===== src/rtl/dmem_pkg.sv =====
// rtl/dmem_pkg.sv - shared types and default address map for the data-memory request demux
package dmem_pkg;

  typedef enum logic [1:0] {
    SEL_NONE = 2'd0,
    SEL_RAM  = 2'd1,
    SEL_IO   = 2'd2
  } tgt_sel_t;

  typedef enum logic [1:0] {
    ST_IDLE = 2'd0,
    ST_WAIT = 2'd1,
    ST_ERR  = 2'd2
  } demux_state_t;

  typedef enum logic [1:0] {
    DEC_OK         = 2'd0,
    DEC_MISALIGNED = 2'd1,
    DEC_UNMAPPED   = 2'd2
  } dec_err_t;

  localparam logic [31:0] DMEM_IO_BASE   = 32'h1000_0000;
  localparam logic [31:0] DMEM_IO_MASK   = 32'hFFFF_0000;
  localparam logic [31:0] DMEM_RAM_LIMIT = 32'h0001_0000;

endpackage


===== src/rtl/dmem_req_demux_if.sv =====
// rtl/dmem_req_demux_if.sv - upstream request/response and per-target bus bundle for dmem_req_demux
interface dmem_req_demux_if #(
  parameter int ADDR_W = 32,
  parameter int DATA_W = 32
);

  logic                req_valid;
  logic                req_ready;
  logic                req_we;
  logic [ADDR_W-1:0]   req_addr;
  logic [DATA_W-1:0]   req_wdata;
  logic [DATA_W/8-1:0] req_wstrb;

  logic                resp_valid;
  logic [DATA_W-1:0]   resp_rdata;
  logic                resp_err;

  logic                ram_valid;
  logic                io_valid;
  logic                ram_ready;
  logic                io_ready;

  logic                tgt_we;
  logic [ADDR_W-1:0]   tgt_addr;
  logic [DATA_W-1:0]   tgt_wdata;
  logic [DATA_W/8-1:0] tgt_wstrb;

  logic                ram_rvalid;
  logic                io_rvalid;
  logic [DATA_W-1:0]   ram_rdata;
  logic [DATA_W-1:0]   io_rdata;

  // Environment side: the core plus both targets.
  modport master (
    output req_valid, req_we, req_addr, req_wdata, req_wstrb,
    input  req_ready, resp_valid, resp_rdata, resp_err,
    input  ram_valid, io_valid, tgt_we, tgt_addr, tgt_wdata, tgt_wstrb,
    output ram_ready, io_ready, ram_rvalid, io_rvalid, ram_rdata, io_rdata
  );

  modport slave (
    input  req_valid, req_we, req_addr, req_wdata, req_wstrb,
    output req_ready, resp_valid, resp_rdata, resp_err,
    output ram_valid, io_valid, tgt_we, tgt_addr, tgt_wdata, tgt_wstrb,
    input  ram_ready, io_ready, ram_rvalid, io_rvalid, ram_rdata, io_rdata
  );

endinterface


===== src/rtl/dmem_addr_decode.sv =====
// rtl/dmem_addr_decode.sv - combinational address decode to target select and error class
module dmem_addr_decode
  import dmem_pkg::*;
#(
  parameter int                ADDR_W    = 32,
  parameter logic [ADDR_W-1:0] IO_BASE   = ADDR_W'(DMEM_IO_BASE),
  parameter logic [ADDR_W-1:0] IO_MASK   = ADDR_W'(DMEM_IO_MASK),
  parameter logic [ADDR_W-1:0] RAM_LIMIT = ADDR_W'(DMEM_RAM_LIMIT)
) (
  input  logic [ADDR_W-1:0] addr,
  output tgt_sel_t          sel,
  output dec_err_t          err
);

  // IO is tested before RAM so an overlapping MMIO window shadows RAM.
  always_comb begin
    sel = SEL_NONE;
    err = DEC_OK;
    if (addr[1:0] != 2'b00) begin
      err = DEC_MISALIGNED;
    end else if ((addr & IO_MASK) == IO_BASE) begin
      sel = SEL_IO;
    end else if (addr < RAM_LIMIT) begin
      sel = SEL_RAM;
    end else begin
      err = DEC_UNMAPPED;
    end
  end

endmodule


===== src/rtl/dmem_req_demux.sv =====
// rtl/dmem_req_demux.sv - one-outstanding data-memory request demux to RAM/MMIO; DMEM_REQ_DEMUX_TIMEOUT_EN adds a response timeout
module dmem_req_demux
  import dmem_pkg::*;
#(
  parameter int                ADDR_W         = 32,
  parameter int                DATA_W         = 32,
  parameter logic [ADDR_W-1:0] IO_BASE        = ADDR_W'(DMEM_IO_BASE),
  parameter logic [ADDR_W-1:0] IO_MASK        = ADDR_W'(DMEM_IO_MASK),
  parameter logic [ADDR_W-1:0] RAM_LIMIT      = ADDR_W'(DMEM_RAM_LIMIT),
  parameter int                TIMEOUT_CYCLES = 255
) (
  input  logic             clk,
  input  logic             rst,
  dmem_req_demux_if.slave  bus
);

  if ((DATA_W % 8) != 0 || TIMEOUT_CYCLES < 1) begin : g_param_check
    $error("dmem_req_demux: DATA_W must be a multiple of 8 and TIMEOUT_CYCLES >= 1");
  end

  tgt_sel_t     dec_sel;
  dec_err_t     dec_err;
  demux_state_t state;
  tgt_sel_t     sel;
  logic         we_q;
  logic         resp_valid_q;
  logic         resp_err_q;
  logic [DATA_W-1:0] resp_rdata_q;

  logic              is_err;
  logic              req_ready_c;
  logic              accept;
  logic              sel_rvalid;
  logic [DATA_W-1:0] sel_rdata;

  dmem_addr_decode #(
    .ADDR_W    (ADDR_W),
    .IO_BASE   (IO_BASE),
    .IO_MASK   (IO_MASK),
    .RAM_LIMIT (RAM_LIMIT)
  ) u_decode (
    .addr (bus.req_addr),
    .sel  (dec_sel),
    .err  (dec_err)
  );

  assign is_err = (dec_err != DEC_OK);

  always_comb begin
    req_ready_c = 1'b0;
    if (state == ST_IDLE) begin
      case (dec_sel)
        SEL_RAM: req_ready_c = bus.ram_ready;
        SEL_IO:  req_ready_c = bus.io_ready;
        default: req_ready_c = 1'b1;
      endcase
    end
  end

  assign accept        = bus.req_valid & req_ready_c;
  assign bus.req_ready = req_ready_c;
  assign bus.ram_valid = (state == ST_IDLE) & bus.req_valid & (dec_sel == SEL_RAM);
  assign bus.io_valid  = (state == ST_IDLE) & bus.req_valid & (dec_sel == SEL_IO);

  // Payload is a straight pass-through; the requester holds it stable until accepted.
  assign bus.tgt_we    = bus.req_we;
  assign bus.tgt_addr  = bus.req_addr;
  assign bus.tgt_wdata = bus.req_wdata;
  assign bus.tgt_wstrb = bus.req_wstrb;

  // Only the latched target may complete a transaction; the other rvalid is dropped.
  always_comb begin
    sel_rvalid = 1'b0;
    sel_rdata  = '0;
    case (sel)
      SEL_RAM: begin
        sel_rvalid = bus.ram_rvalid;
        sel_rdata  = bus.ram_rdata;
      end
      SEL_IO: begin
        sel_rvalid = bus.io_rvalid;
        sel_rdata  = bus.io_rdata;
      end
      default: ;
    endcase
  end

`ifdef DMEM_REQ_DEMUX_TIMEOUT_EN
  localparam int CNT_W = $clog2(TIMEOUT_CYCLES + 1);
  logic [CNT_W-1:0] cnt;
`endif

  always_ff @(posedge clk or posedge rst) begin
    if (rst) begin
      state        <= ST_IDLE;
      sel          <= SEL_NONE;
      we_q         <= 1'b0;
      resp_valid_q <= 1'b0;
      resp_err_q   <= 1'b0;
      resp_rdata_q <= '0;
`ifdef DMEM_REQ_DEMUX_TIMEOUT_EN
      cnt          <= '0;
`endif
    end else begin
      resp_valid_q <= 1'b0;
      resp_err_q   <= 1'b0;
      resp_rdata_q <= '0;
      case (state)
        ST_IDLE: begin
          if (accept) begin
            if (is_err) begin
              state        <= ST_ERR;
              resp_valid_q <= 1'b1;
              resp_err_q   <= 1'b1;
            end else begin
              state <= ST_WAIT;
              sel   <= dec_sel;
              we_q  <= bus.req_we;
`ifdef DMEM_REQ_DEMUX_TIMEOUT_EN
              cnt   <= '0;
`endif
            end
          end
        end
        ST_WAIT: begin
          if (sel_rvalid) begin
            state        <= ST_IDLE;
            sel          <= SEL_NONE;
            resp_valid_q <= 1'b1;
            resp_rdata_q <= we_q ? '0 : sel_rdata;
          end
`ifdef DMEM_REQ_DEMUX_TIMEOUT_EN
          // A response in the limit cycle takes the branch above and wins.
          else if (cnt == CNT_W'(TIMEOUT_CYCLES - 1)) begin
            state        <= ST_ERR;
            sel          <= SEL_NONE;
            resp_valid_q <= 1'b1;
            resp_err_q   <= 1'b1;
            cnt          <= CNT_W'(TIMEOUT_CYCLES);
          end else begin
            cnt <= cnt + 1'b1;
          end
`endif
        end
        ST_ERR: begin
          state <= ST_IDLE;
        end
        default: begin
          state <= ST_IDLE;
          sel   <= SEL_NONE;
        end
      endcase
    end
  end

  assign bus.resp_valid = resp_valid_q;
  assign bus.resp_err   = resp_err_q;
  assign bus.resp_rdata = resp_rdata_q;

endmodule


===== src/flat_wrapper.sv =====
// flat-port wrapper written by rule: the top's interface ports become plain ports
module dmem_req_demux_flat import dmem_pkg::*;
#(
  parameter int                ADDR_W         = 32,
  parameter int                DATA_W         = 32,
  parameter logic [ADDR_W-1:0] IO_BASE        = ADDR_W'(DMEM_IO_BASE),
  parameter logic [ADDR_W-1:0] IO_MASK        = ADDR_W'(DMEM_IO_MASK),
  parameter logic [ADDR_W-1:0] RAM_LIMIT      = ADDR_W'(DMEM_RAM_LIMIT),
  parameter int                TIMEOUT_CYCLES = 255
)
  (clk, rst, bus_req_valid, bus_req_we, bus_req_addr, bus_req_wdata, bus_req_wstrb, bus_req_ready, bus_resp_valid, bus_resp_rdata, bus_resp_err, bus_ram_valid, bus_io_valid, bus_tgt_we, bus_tgt_addr, bus_tgt_wdata, bus_tgt_wstrb, bus_ram_ready, bus_io_ready, bus_ram_rvalid, bus_io_rvalid, bus_ram_rdata, bus_io_rdata);
  dmem_req_demux_if #(.ADDR_W(ADDR_W), .DATA_W(DATA_W)) bus_i ();
  input  logic clk;
  input  logic rst;
  input wire logic [$bits(bus_i.req_valid)-1:0] bus_req_valid;
  input wire logic [$bits(bus_i.req_we)-1:0] bus_req_we;
  input wire logic [$bits(bus_i.req_addr)-1:0] bus_req_addr;
  input wire logic [$bits(bus_i.req_wdata)-1:0] bus_req_wdata;
  input wire logic [$bits(bus_i.req_wstrb)-1:0] bus_req_wstrb;
  output wire logic [$bits(bus_i.req_ready)-1:0] bus_req_ready;
  output wire logic [$bits(bus_i.resp_valid)-1:0] bus_resp_valid;
  output wire logic [$bits(bus_i.resp_rdata)-1:0] bus_resp_rdata;
  output wire logic [$bits(bus_i.resp_err)-1:0] bus_resp_err;
  output wire logic [$bits(bus_i.ram_valid)-1:0] bus_ram_valid;
  output wire logic [$bits(bus_i.io_valid)-1:0] bus_io_valid;
  output wire logic [$bits(bus_i.tgt_we)-1:0] bus_tgt_we;
  output wire logic [$bits(bus_i.tgt_addr)-1:0] bus_tgt_addr;
  output wire logic [$bits(bus_i.tgt_wdata)-1:0] bus_tgt_wdata;
  output wire logic [$bits(bus_i.tgt_wstrb)-1:0] bus_tgt_wstrb;
  input wire logic [$bits(bus_i.ram_ready)-1:0] bus_ram_ready;
  input wire logic [$bits(bus_i.io_ready)-1:0] bus_io_ready;
  input wire logic [$bits(bus_i.ram_rvalid)-1:0] bus_ram_rvalid;
  input wire logic [$bits(bus_i.io_rvalid)-1:0] bus_io_rvalid;
  input wire logic [$bits(bus_i.ram_rdata)-1:0] bus_ram_rdata;
  input wire logic [$bits(bus_i.io_rdata)-1:0] bus_io_rdata;
  assign bus_i.req_valid = bus_req_valid;
  assign bus_i.req_we = bus_req_we;
  assign bus_i.req_addr = bus_req_addr;
  assign bus_i.req_wdata = bus_req_wdata;
  assign bus_i.req_wstrb = bus_req_wstrb;
  assign bus_req_ready = bus_i.req_ready;
  assign bus_resp_valid = bus_i.resp_valid;
  assign bus_resp_rdata = bus_i.resp_rdata;
  assign bus_resp_err = bus_i.resp_err;
  assign bus_ram_valid = bus_i.ram_valid;
  assign bus_io_valid = bus_i.io_valid;
  assign bus_tgt_we = bus_i.tgt_we;
  assign bus_tgt_addr = bus_i.tgt_addr;
  assign bus_tgt_wdata = bus_i.tgt_wdata;
  assign bus_tgt_wstrb = bus_i.tgt_wstrb;
  assign bus_i.ram_ready = bus_ram_ready;
  assign bus_i.io_ready = bus_io_ready;
  assign bus_i.ram_rvalid = bus_ram_rvalid;
  assign bus_i.io_rvalid = bus_io_rvalid;
  assign bus_i.ram_rdata = bus_ram_rdata;
  assign bus_i.io_rdata = bus_io_rdata;
  dmem_req_demux #(.ADDR_W(ADDR_W), .DATA_W(DATA_W), .IO_BASE(IO_BASE), .IO_MASK(IO_MASK), .RAM_LIMIT(RAM_LIMIT), .TIMEOUT_CYCLES(TIMEOUT_CYCLES)) u_core (.clk(clk), .rst(rst), .bus(bus_i));
endmodule

===== config.mk =====
export PLATFORM = sky130hd
export DESIGN_NAME = dmem_req_demux_flat
export DESIGN_NICKNAME = d
export VERILOG_FILES = /design/src/rtl/dmem_pkg.sv /design/src/rtl/dmem_req_demux_if.sv /design/src/rtl/dmem_addr_decode.sv /design/src/rtl/dmem_req_demux.sv /design/src/flat_wrapper.sv
export SDC_FILE = /design/constraint.sdc
export NUM_CORES = 1
export LEC_CHECK = 0
export CORE_AREA = 5 5 109 80
export DETAILED_ROUTE_END_ITERATION = 12
export DIE_AREA = 0 0 114 85
export GPL_TIMING_DRIVEN = 0
export PLACE_DENSITY = 0.95
export SETUP_SLACK_MARGIN = 0.05
export SYNTH_ARGS = -nofsm -noshare
export SYNTH_HDL_FRONTEND = slang
export SYNTH_SLANG_ARGS = --single-unit
export TNS_END_PERCENT = 5

===== constraint.sdc =====
create_clock -name clk -period 5.9 [get_ports clk]
set_input_delay 1.475 -clock clk [delete_from_list [all_inputs] [get_ports clk]]
set_output_delay 1.475 -clock clk [all_outputs]
set_load 0.02 [all_outputs]

==> qor.log <==
[run_status] status finished clean
[worst_setup_path] class of the most critical setup path input port to output pin
[power_and_ir_drop] Seq pwr share 42.1%
[placed_design] area after detailed placement 4380 um^2
[power_and_ir_drop] part of the total power dissipated in combinational logic 29.7%
[floorplanning] initial core utilization 29.9%
[clock_tree] cts bufs inserted 5
[placed_design] GP Congestion 0.834
[synth] Netlist Area Pre-Place 2270 um^2
[worst_hold_path] min-delay worst type flip-flop to flip-flop
[synth] Synthesized Nets 374
[floorplanning] Boundary Pins 246
[routing] iteration count of the initial detailed-routing pass 4
[timing] total count of max-transition violations in the final report 0
[clock_tree] number of H-tree branching levels 2
[worst_setup_path] reg2reg path depth 8
[placed_design] number of I/O port buffers 195
[worst_setup_path] data required time of the worst path 4.43 ns
[worst_setup_path] CP dominant cell by count sky130_fd_sc_hd__clkdlybuf4s50_1
[power_and_ir_drop] sw frac 24.2%
[worst_setup_path] worst-path cell chain clkdlybuf4s50_1 > nor4_1 > nand4_1 > nor2_2 > nand2_1 > ha_1 > a221o_1 > and2_1 > clkdlybuf4s50_1
[power_and_ir_drop] power per cell area 142 nW/um^2
[worst_setup_path] worst reg2reg path endpoint u_core.bus.resp_rdata[24]
[routing] detailed-route wire length per cell 15.9 um
[timing] Max Fclk 0.176 GHz
[floorplanning] total die area 9690 um^2
[power_and_ir_drop] Max VDD drop 0.0000817 V
[timing] Setup WS post-layout 0.227 ns
[clock_tree] sink count of the clock tree 39
[floorplanning] chip height 85 um
[routing] remaining routing DRC violations 0
[synth] number of synthesized register bits 39
[worst_setup_path] register-to-register setup slack 4.06 ns
[placed_design] number of cells after detailed placement 527
[synth] number of unique standard cell types used by synthesis 33
[timing] final period utilization 96.2%
[routing] number of vias per cell 4.47
[cells_and_area] Non-Filler Instances 536
[timing] worst hold slack across all endpoints 0.553 ns
[synth] most instantiated flip-flop cell in the synthesis netlist sky130_fd_sc_hd__dfrtp_1
[floorplanning] number of core rows 27
[timing] unrepaired setup endpoints after global routing no
[cells_and_area] Syn-to-layout area delta 97.2%
[clock_tree] Longest Clk Path Bufs 2
[timing] final setup skew 0.00344 ns
[worst_setup_path] startpoint type of the worst setup path input port
[timing] final count of hold timing violations 0
[power_and_ir_drop] clock network fraction of design power 28.2%
[worst_hold_path] Hold Crit Endpoint u_core.we_q
[worst_setup_path] Arr. time, crit path 4.20 ns
[routing] via count 2395
[clock_tree] number of hold buffers added after cts 0
[synth] Warnings, synthesis 0
[grt] via count of the first global-routing pass 2748
[grt] global-route wire length before repair 13.2 mm
[power_and_ir_drop] standby leakage power 1.86 nW
[synth] Syn Inst Count 230
[synth] Mean Syn Cell Area 9.88 um^2
[clock_tree] Clock Latency Late Sink 0.28 ns
[worst_setup_path] longest individual stage delay on the worst path 0.55 ns
[power_and_ir_drop] Pint 0.481 mW
[timing] worst-margin pin slew 0.771 ns
[placed_design] worst slack at placement 0.173 ns
[grt] Total GRT Usage 16.8%
[cells_and_area] layout net count 579
[worst_setup_path] peak fanout along the critical path 5
[synth] post-synthesis async set-or-reset flop share 100%
[job] # Max-Cap Violations 0
[routing] post-detailed-route count of antenna-violating nets 0
[grt] pin count of the biggest net entering global routing 24
[cells_and_area] diodes inserted 0
[worst_hold_path] Hold Crit Start u_core.we_q
[timing] total negative setup slack 0 ns
[clock_tree] clock edge transition at the registers on the reported setup and hold paths 0.07 ns
[clock_tree] root buffer cell sky130_fd_sc_hd__clkbuf_8
[power_and_ir_drop] net switching component of the power 0.154 mW
[worst_setup_path] CP max-delay cell sky130_fd_sc_hd__clkdlybuf4s50_1
[synth] fraction of the yosys area taken by sequential cells 42.9%
[power_and_ir_drop] Power Total 0.635 mW
[placed_design] final HPWL from detailed placement 7.39 mm
[routing] violation count after the first detailed-routing iteration 118
[clock_tree] CTS tree done
[worst_setup_path] R2R Path Start u_core.sel[1]
[floorplanning] area of the placeable core 7600 um^2
[grt] number of antenna violations at the first check in global routing 0
[worst_hold_path] hold path depth 1
[timing] tightest slew margin relative to the limit 48.6%
[floorplanning] horizontal die dimension 114 um
[timing] count of final setup violators 0
[cells_and_area] area of all placed cells without fillers 4480 um^2
[timing] Final Critical Period 5.67 ns
[worst_setup_path] Worst Setup SP bus_req_addr[1]
[synth] number of flops mapped to enable cells by yosys 0
[grt] total gr overflow 0
[cells_and_area] share of cells above drive strength 1 23.4%
[worst_setup_path] endpoint kind of the worst setup timing path output pin
[routing] aggregate routed wire length 8.53 mm
[cells_and_area] Finished Core Util 59.0%
## worst max path at each step
| stage | to | cells past startpoint |
|---|---|---|
| 6_report | bus_req_ready | 9 |
| 5_1_grt | bus_req_ready | 9 |
| 4_1_cts | bus_req_ready | 9 |
| 3_5_place_dp | bus_req_ready | 9 |
| 3_3_place_gp | bus_req_ready | 9 |
| 2_1_floorplan | bus_req_ready | 7 |
## cell usage after synthesis (2+ instances only)
cell	n	area (um^2)
sky130_fd_sc_hd__dfrtp_1	39	976
sky130_fd_sc_hd__ha_1	4	50.1
sky130_fd_sc_hd__nor4_1	3	18.8
sky130_fd_sc_hd__nor2_1	29	109
sky130_fd_sc_hd__nand3_1	2	10.0
sky130_fd_sc_hd__buf_4	70	526
sky130_fd_sc_hd__clkbuf_1	6	22.5
sky130_fd_sc_hd__a22oi_1	32	240
sky130_fd_sc_hd__o211ai_1	2	15.0
sky130_fd_sc_hd__nand2_1	2	7.51
sky130_fd_sc_hd__and3_1	2	12.5
sky130_fd_sc_hd__o21ai_0	2	10.0
sky130_fd_sc_hd__buf_6	4	45.0
sky130_fd_sc_hd__inv_1	5	18.8
sky130_fd_sc_hd__nor2_2	10	62.6
## power groups by stage
stage,Sequential (mW),Clock [mW],Combinational (mW)
2_1_floorplan,0.272,0,0.0740
4_1_cts,0.267,0.186,0.191
3_3_place_gp,0.272,0,0.184
6_report,0.267,0.179,0.189
3_5_place_dp,0.272,0,0.190
5_1_grt,0.267,0.196,0.199
## area by class of cell
type	count	area (um^2)
well taps	101	126
flip-flops and latches	39	976
multi-input cells	104	668
plain buffers	82	613
clock buffers	6	82.6
inverters	5	18.8
repair buffers	198	1990
fillers	603	3120
clock inverters	1	5.00
## cells by family (layout without fill, tap and decap cells)
kind of cell	after synthesis	after routing	share of synthesized area, %
AND/OR/NAND/NOR	57	57	12.4
adder cells (fa/ha/maj)	4	4	2.20
multiplexers	1	1	0.495
AO/OA/AOI/OAI	42	42	14.1
flip-flops	39	39	42.9
buffers and inverters	87	292	27.8
## critical path: cells and delay by family
kind / cells / cell delay (ns)
AO/OA/AOI/OAI: 1 / 0.30
adder cells (fa/ha/maj): 1 / 0.29
buffers and inverters: 2 / 0.99
AND/OR/NAND/NOR: 5 / 1.14
## routing by layer
metal | part of all wire (%) | global-route usage (%) | wire (um) | vias up
met3 | 11 | 5.92 | 940 | 8
met5 | 0 | 0 | 0 | -
li1 | - | - | - | 1122
met4 | 1.1 | 4.85 | 98 | 0
met1 | 33 | 17.4 | 2850 | 1122
met2 | 54 | 31.9 | 4640 | 143
## registers in the layout, indices dropped and copies added (netlist names)
name and flops:
u_core.bus.resp_rdata 32, u_core.we_q 1, u_core.state 2, u_core.bus.resp_err 1, u_core.bus.resp_valid 1, u_core.sel 2
## timing repair
item,CTS,global route
setup buffers,0,2
setup endpoints to repair,0,1
gates resized for setup,0,1
## placed cells by master (no fill, tap or decap), types with 4 or more instances in the layout
cell                                n
sky130_fd_sc_hd__ha_1               4
sky130_fd_sc_hd__inv_1              5
sky130_fd_sc_hd__buf_6              4
sky130_fd_sc_hd__clkbuf_1           6
sky130_fd_sc_hd__clkbuf_8           6
sky130_fd_sc_hd__clkdlybuf4s50_1  195
sky130_fd_sc_hd__dfrtp_1           39
sky130_fd_sc_hd__nor2_1            28
sky130_fd_sc_hd__buf_4             72
sky130_fd_sc_hd__nor2_2            11
sky130_fd_sc_hd__a22oi_1           32
Note: power is estimated with default switching activity, not from simulation.
==> RTL edit 1: new RTL, same flow settings <==
The 3 states of `demux_state_t` get a one-hot encoding in 3 bits.
--- a/src/rtl/dmem_pkg.sv
+++ b/src/rtl/dmem_pkg.sv
@@ -8,8 +8,8 @@
   } tgt_sel_t;
 
-  typedef enum logic [1:0] {
-    ST_IDLE = 2'd0,
-    ST_WAIT = 2'd1,
-    ST_ERR  = 2'd2
+  typedef enum logic [2:0] {
+    ST_IDLE = 3'b001,
+    ST_WAIT = 3'b010,
+    ST_ERR  = 3'b100
   } demux_state_t;
 
Function: no difference found for any inputs over 10 cycles, from zero or initial values and one cycle with rst high; not proved beyond that.
==> RTL edit 1 against the original RTL <==
Die area unchanged. Sequential share of layout area up 0.36 points. Register-to-register slack worse by 0.16 ns. Routed wire length up 3.0%. Cell count up 0.37%. Synthesized cell count up 1.7%. Sequential cell count up 1. Clock power up 74%. Fmax up 0.54%. Final area up 1.0%. Setup slack better by 0.031 ns. Power up 26%. Synthesized area up 0.83%. Critical endpoint unchanged. Highest routed layer unchanged.
==> RTL edit 1: results (changes against the original RTL) <==
[run_status]
outcome=finished clean  ; unchanged

[power_and_ir_drop]
leakage_nw=1.88  ; was 1.86 nW
max-vdd-ir-drop_mv=0.135  ; was 0.0817 mV
internal_power_mw=0.619  ; was 0.481 mW

[place]
detailedPlace.worstSlack_ns=0.249  ; was 0.173 ns
place_congestion=0.809  ; was 0.834
dp_cells=530  ; was 527
hpwl_mm=7.62  ; was 7.39 mm
place_area_um2=4370  ; was 4380 um^2

[critical_path]
reg2reg_slack_ns=3.90  ; was 4.06 ns
crit_path_top_delay_cell=clkdlybuf4s50_1  ; unchanged
cp_max_fo=6  ; was 5
reg2reg_to=u_core.bus.resp_rdata[6]$_DFF_PP0_  ; was u_core.bus.resp_rdata[24]$_DFF_PP0_
crit_path_max_incr_delay_ns=0.53  ; was 0.55 ns
crit_arrival_ns=4.17  ; was 4.20 ns
r2r_start=u_core.sel[0]$_DFFE_PP0P_  ; was u_core.sel[1]$_DFFE_PP0P_
startpoint=bus_req_addr[21]  ; was bus_req_addr[1]

[grt]
grt_use_total=0.173  ; was 0.168
grt_pass1_wl_mm=13.3  ; was 13.2 mm
grt_pass1_vias=2645  ; was 2748
grt_max_degree=41  ; was 24
met2_usage=0.335  ; was 0.319

[clocking]
insertion_delay_ns=0.29
path_clk_slew_ns=0.08

[route]
wire_per_inst_um=16.3  ; was 15.9 um
dr_wl_met3_um=693  ; was 940 um
drtIter0Drc=47  ; was 118
avgViaCountPerCell=4.46  ; was 4.47
dr_wl_met2_mm=4.92  ; was 4.64 mm
wl_met1_mm=2.95  ; was 2.85 mm
route.vias.total=2397  ; was 2395

[finish]
n_all_inverters=4  ; was 5
clock_area_frac=0.0351  ; was 0.0195
seq_share=0.221  ; was 0.218
fin_nets=580  ; was 579
buffer_area_frac=0.556  ; was 0.581
multi_input_comb_area_um2=707  ; was 668 um^2
syn_to_final_growth_pct=97.6  ; was 97.2%
nClkBuffers=5  ; was 6
fill_cells=604  ; was 603
post_route_cells_drive_above_1_share=0.208  ; was 0.234
buffers=276  ; was 280

[yosys]
ys_seq_area_frac=0.437  ; was 0.429
synth_area_leaders=dfrtp_1, buf_4, a22oi_1, nor2_1, ha_1  ; was dfrtp_1, buf_4, a22oi_1, nor2_1, nor2_2
syn-num-nets=378  ; was 374
synth.avg_cell_area_um2=9.80  ; was 9.88 um^2
synth.cells.most_frequent=buf_4, dfrtp_1, nor2_1, a22oi_1, clkbuf_1  ; was buf_4, dfrtp_1, a22oi_1, nor2_1, nor2_2

[sta]
worst_slack_ns=0.258  ; was 0.227 ns
fin_worst_skew_ns=0.00497  ; was 0.00344 ns
tightest_slew_ns=0.831  ; was 0.771 ns

[min_path]
whs_endpoint=u_core.we_q$_DFFE_PP0P_  ; unchanged

-- RTL edit 1: changes by cell type after synthesis, moves of 3 or more --
cell	before	now
buf_6	4	0
nor4_1	3	0
nor2_2	10	0
buf_2	1	4
nor4_2	0	3
nor2_1	29	38
nor3_1	1	4
-- RTL edit 1: power by group through the flow --
stage | Sequential (mW) | Clock [mW] | Combinational (mW)
final | 0.281 | 0.312 | 0.207
after global routing | 0.281 | 0.331 | 0.218
after CTS | 0.281 | 0.318 | 0.210
after detailed placement | 0.286 | 0 | 0.209
after global placement | 0.286 | 0 | 0.205
after floorplan | 0.287 | 0 | 0.0843
-- RTL edit 1: cell families (layout without fill, tap and decap cells) --
logic type      after synthesis  count (layout)  synth area share
buf+inv                      85             288             0.254
compound gates               41              41             0.138
xor+xnor                      1               1           0.00382
mux                           1               1           0.00491
simple gates                 62              62             0.140
flops                        40              40             0.437
fa+ha+maj                     4               4            0.0218
==> RTL edit 2: new RTL, config.mk and constraints unchanged <==
Without the edit above. `DATA_W` is set to 32 in 3 places; all go to 16.
--- a/src/rtl/dmem_req_demux_if.sv
+++ b/src/rtl/dmem_req_demux_if.sv
@@ -2,5 +2,5 @@
 interface dmem_req_demux_if #(
   parameter int ADDR_W = 32,
-  parameter int DATA_W = 32
+  parameter int DATA_W = 16
 );
 
--- a/src/rtl/dmem_req_demux.sv
+++ b/src/rtl/dmem_req_demux.sv
@@ -4,5 +4,5 @@
 #(
   parameter int                ADDR_W         = 32,
-  parameter int                DATA_W         = 32,
+  parameter int                DATA_W         = 16,
   parameter logic [ADDR_W-1:0] IO_BASE        = ADDR_W'(DMEM_IO_BASE),
   parameter logic [ADDR_W-1:0] IO_MASK        = ADDR_W'(DMEM_IO_MASK),
--- a/src/flat_wrapper.sv
+++ b/src/flat_wrapper.sv
@@ -3,5 +3,5 @@
 #(
   parameter int                ADDR_W         = 32,
-  parameter int                DATA_W         = 32,
+  parameter int                DATA_W         = 16,
   parameter logic [ADDR_W-1:0] IO_BASE        = ADDR_W'(DMEM_IO_BASE),
   parameter logic [ADDR_W-1:0] IO_MASK        = ADDR_W'(DMEM_IO_MASK),
Interface: changed (7 resized); port bits go from 246 to 162. No check against the original RTL was run, so the function may have changed too.
==> RTL edit 2 against the original RTL <==
Final area shrank 34%. Routed wire length shrank 38%. Synthesized area shrank 35%. Critical path depth did not move. Sequential power fell by 38%. Sequential cell count shrank 16. Largest cell class unchanged. Register-to-register slack worse by 0.11 ns. Core utilization shrank 20 points. Setup slack better by 0.16 ns. Power is 28% lower.
==> RTL edit 2: results (changes against the original RTL) <==
[finish]
largest_register_ffs=16  ; was 32
n_all_inverters=7  ; was 5
clock_area_frac=0.0165  ; was 0.0195
regArea_um2=576  ; was 976 um^2
post_route_cells_drive_above_1_share=0.228  ; was 0.234
buffer_area_frac=0.576  ; was 0.581
buffers=186  ; was 280
nClkBuffers=3  ; was 6
multi_input_comb_area_um2=474  ; was 668 um^2
seq_cell_count=23  ; was 39
fin_nets=384  ; was 579

[power_and_ir_drop]
leakage_nw=1.25  ; was 1.86 nW
max-vdd-ir-drop_mv=0.0867  ; was 0.0817 mV

[place]
place_congestion=0.831  ; was 0.834
hpwl_mm=4.61  ; was 7.39 mm
detailedPlace.worstSlack_ns=0.261  ; was 0.173 ns
port_buffers=129  ; was 195

[yosys]
ys_types=24  ; was 33
synth_compound_area_frac=0.131  ; was 0.141
synth_area_leaders=dfrtp_1, buf_4, a22oi_1, nor2_1, ha_1  ; was dfrtp_1, buf_4, a22oi_1, nor2_1, nor2_2
syn-num-nets=250  ; was 374
synthMuxAreaShare=0.00761  ; was 0.00495
ys_seq_area_frac=0.389  ; was 0.429
async_reset_ff_frac=1.00  ; unchanged
synthAdderAreaFrac=0.0338  ; was 0.0220
synth.cells.most_frequent=buf_4, dfrtp_1, nor2_1, a22oi_1, inv_1  ; was buf_4, dfrtp_1, a22oi_1, nor2_1, nor2_2

[grt]
use_met3=0.0164  ; was 0.0592
grt_use_total=0.103  ; was 0.168
met2_usage=0.212  ; was 0.319
grt_pass1_vias=1690  ; was 2748
use_met1=0.111  ; was 0.174
grt_pass1_wl_mm=8.34  ; was 13.2 mm

[critical_path]
reg2reg_to=u_core.bus.resp_rdata[6]$_DFF_PP0_  ; was u_core.bus.resp_rdata[24]$_DFF_PP0_
cp_max_fo=6  ; was 5
crit_family=buffers and inverters  ; was simple AND/OR/NAND/NOR gates
r2r_start=u_core.sel[0]$_DFFE_PP0P_  ; was u_core.sel[1]$_DFFE_PP0P_
reg2reg_slack_ns=3.95  ; was 4.06 ns

[route]
drtIter0Drc=49  ; was 118
first_pass_iters=4  ; unchanged
dr_wl_met2_mm=3.15  ; was 4.64 mm
wl_met1_mm=1.77  ; was 2.85 mm
wire_per_inst_um=13.5  ; was 15.9 um
dr_wl_met3_um=314  ; was 940 um
route.vias.total=1547  ; was 2395

[clocking]
numCtsBuffers=3  ; was 5
cts_max_level=1  ; was 2
insertion_delay_ns=0.26  ; was 0.28 ns

[run_status]
outcome=finished clean  ; unchanged

[min_path]
holdPathStages=1  ; unchanged

[sta]
slew_headroom=0.420  ; was 0.486
fin_worst_skew_ns=0.00138  ; was 0.00344 ns

## RTL edit 2: changes by cell type after synthesis, moves of 4 or more
| cell | delta |
|---|---|
| a22oi_1 | -15 |
| buf_4 | -19 |
| nor2_1 | -6 |
| nor2_2 | -10 |
| dfrtp_1 | -16 |
| buf_6 | -4 |
| clkbuf_1 | -4 |
## RTL edit 2: power breakdown
| group | switching (mW) | internal (mW) |
|---|---|---|
| Clock | 0.0499 | 0.0477 |
| Sequential | 0.00441 | 0.162 |
| Combinational | 0.0818 | 0.110 |
## RTL edit 2: worst max-delay path by stage
stage / startpoint / endpoint / slack, ns / cells after the start
6_report: bus_req_addr[1] / bus_req_ready / 0.39 / 9
5_1_grt: bus_req_addr[1] / bus_req_ready / 0.15 / 9
4_1_cts: bus_req_addr[1] / bus_req_ready / 0.25 / 9
3_5_place_dp: bus_req_addr[1] / bus_req_ready / 0.26 / 9
3_3_place_gp: bus_req_addr[29] / bus_req_ready / 0.41 / 9
2_1_floorplan: bus_req_addr[18] / bus_req_ready / 1.37 / 7
## RTL edit 2: per-stage QoR
step / hold slack, ns / cells / area (um^2) / util
2_1_floorplan: 0.471 / 156 / 1480 / -
3_3_place_gp: 0.493 / 386 / 2900 / 0.381
3_5_place_dp: 0.506 / 386 / 2900 / 0.381
4_1_cts: 0.525 / 390 / 2950 / 0.388
5_1_grt: 0.546 / 390 / 2950 / 0.388
6_report: 0.515 / 390 / 2950 / 0.388
## RTL edit 2: cells by family (layout without fill, tap and decap cells)
logic type | after synthesis | count (layout)
buffers and inverters | 64 | 197
DFF | 23 | 23
and+or+nand+nor | 39 | 39
muxes | 1 | 1
AOI/OAI and AO/OA | 25 | 25
adders and majority gates | 4 | 4
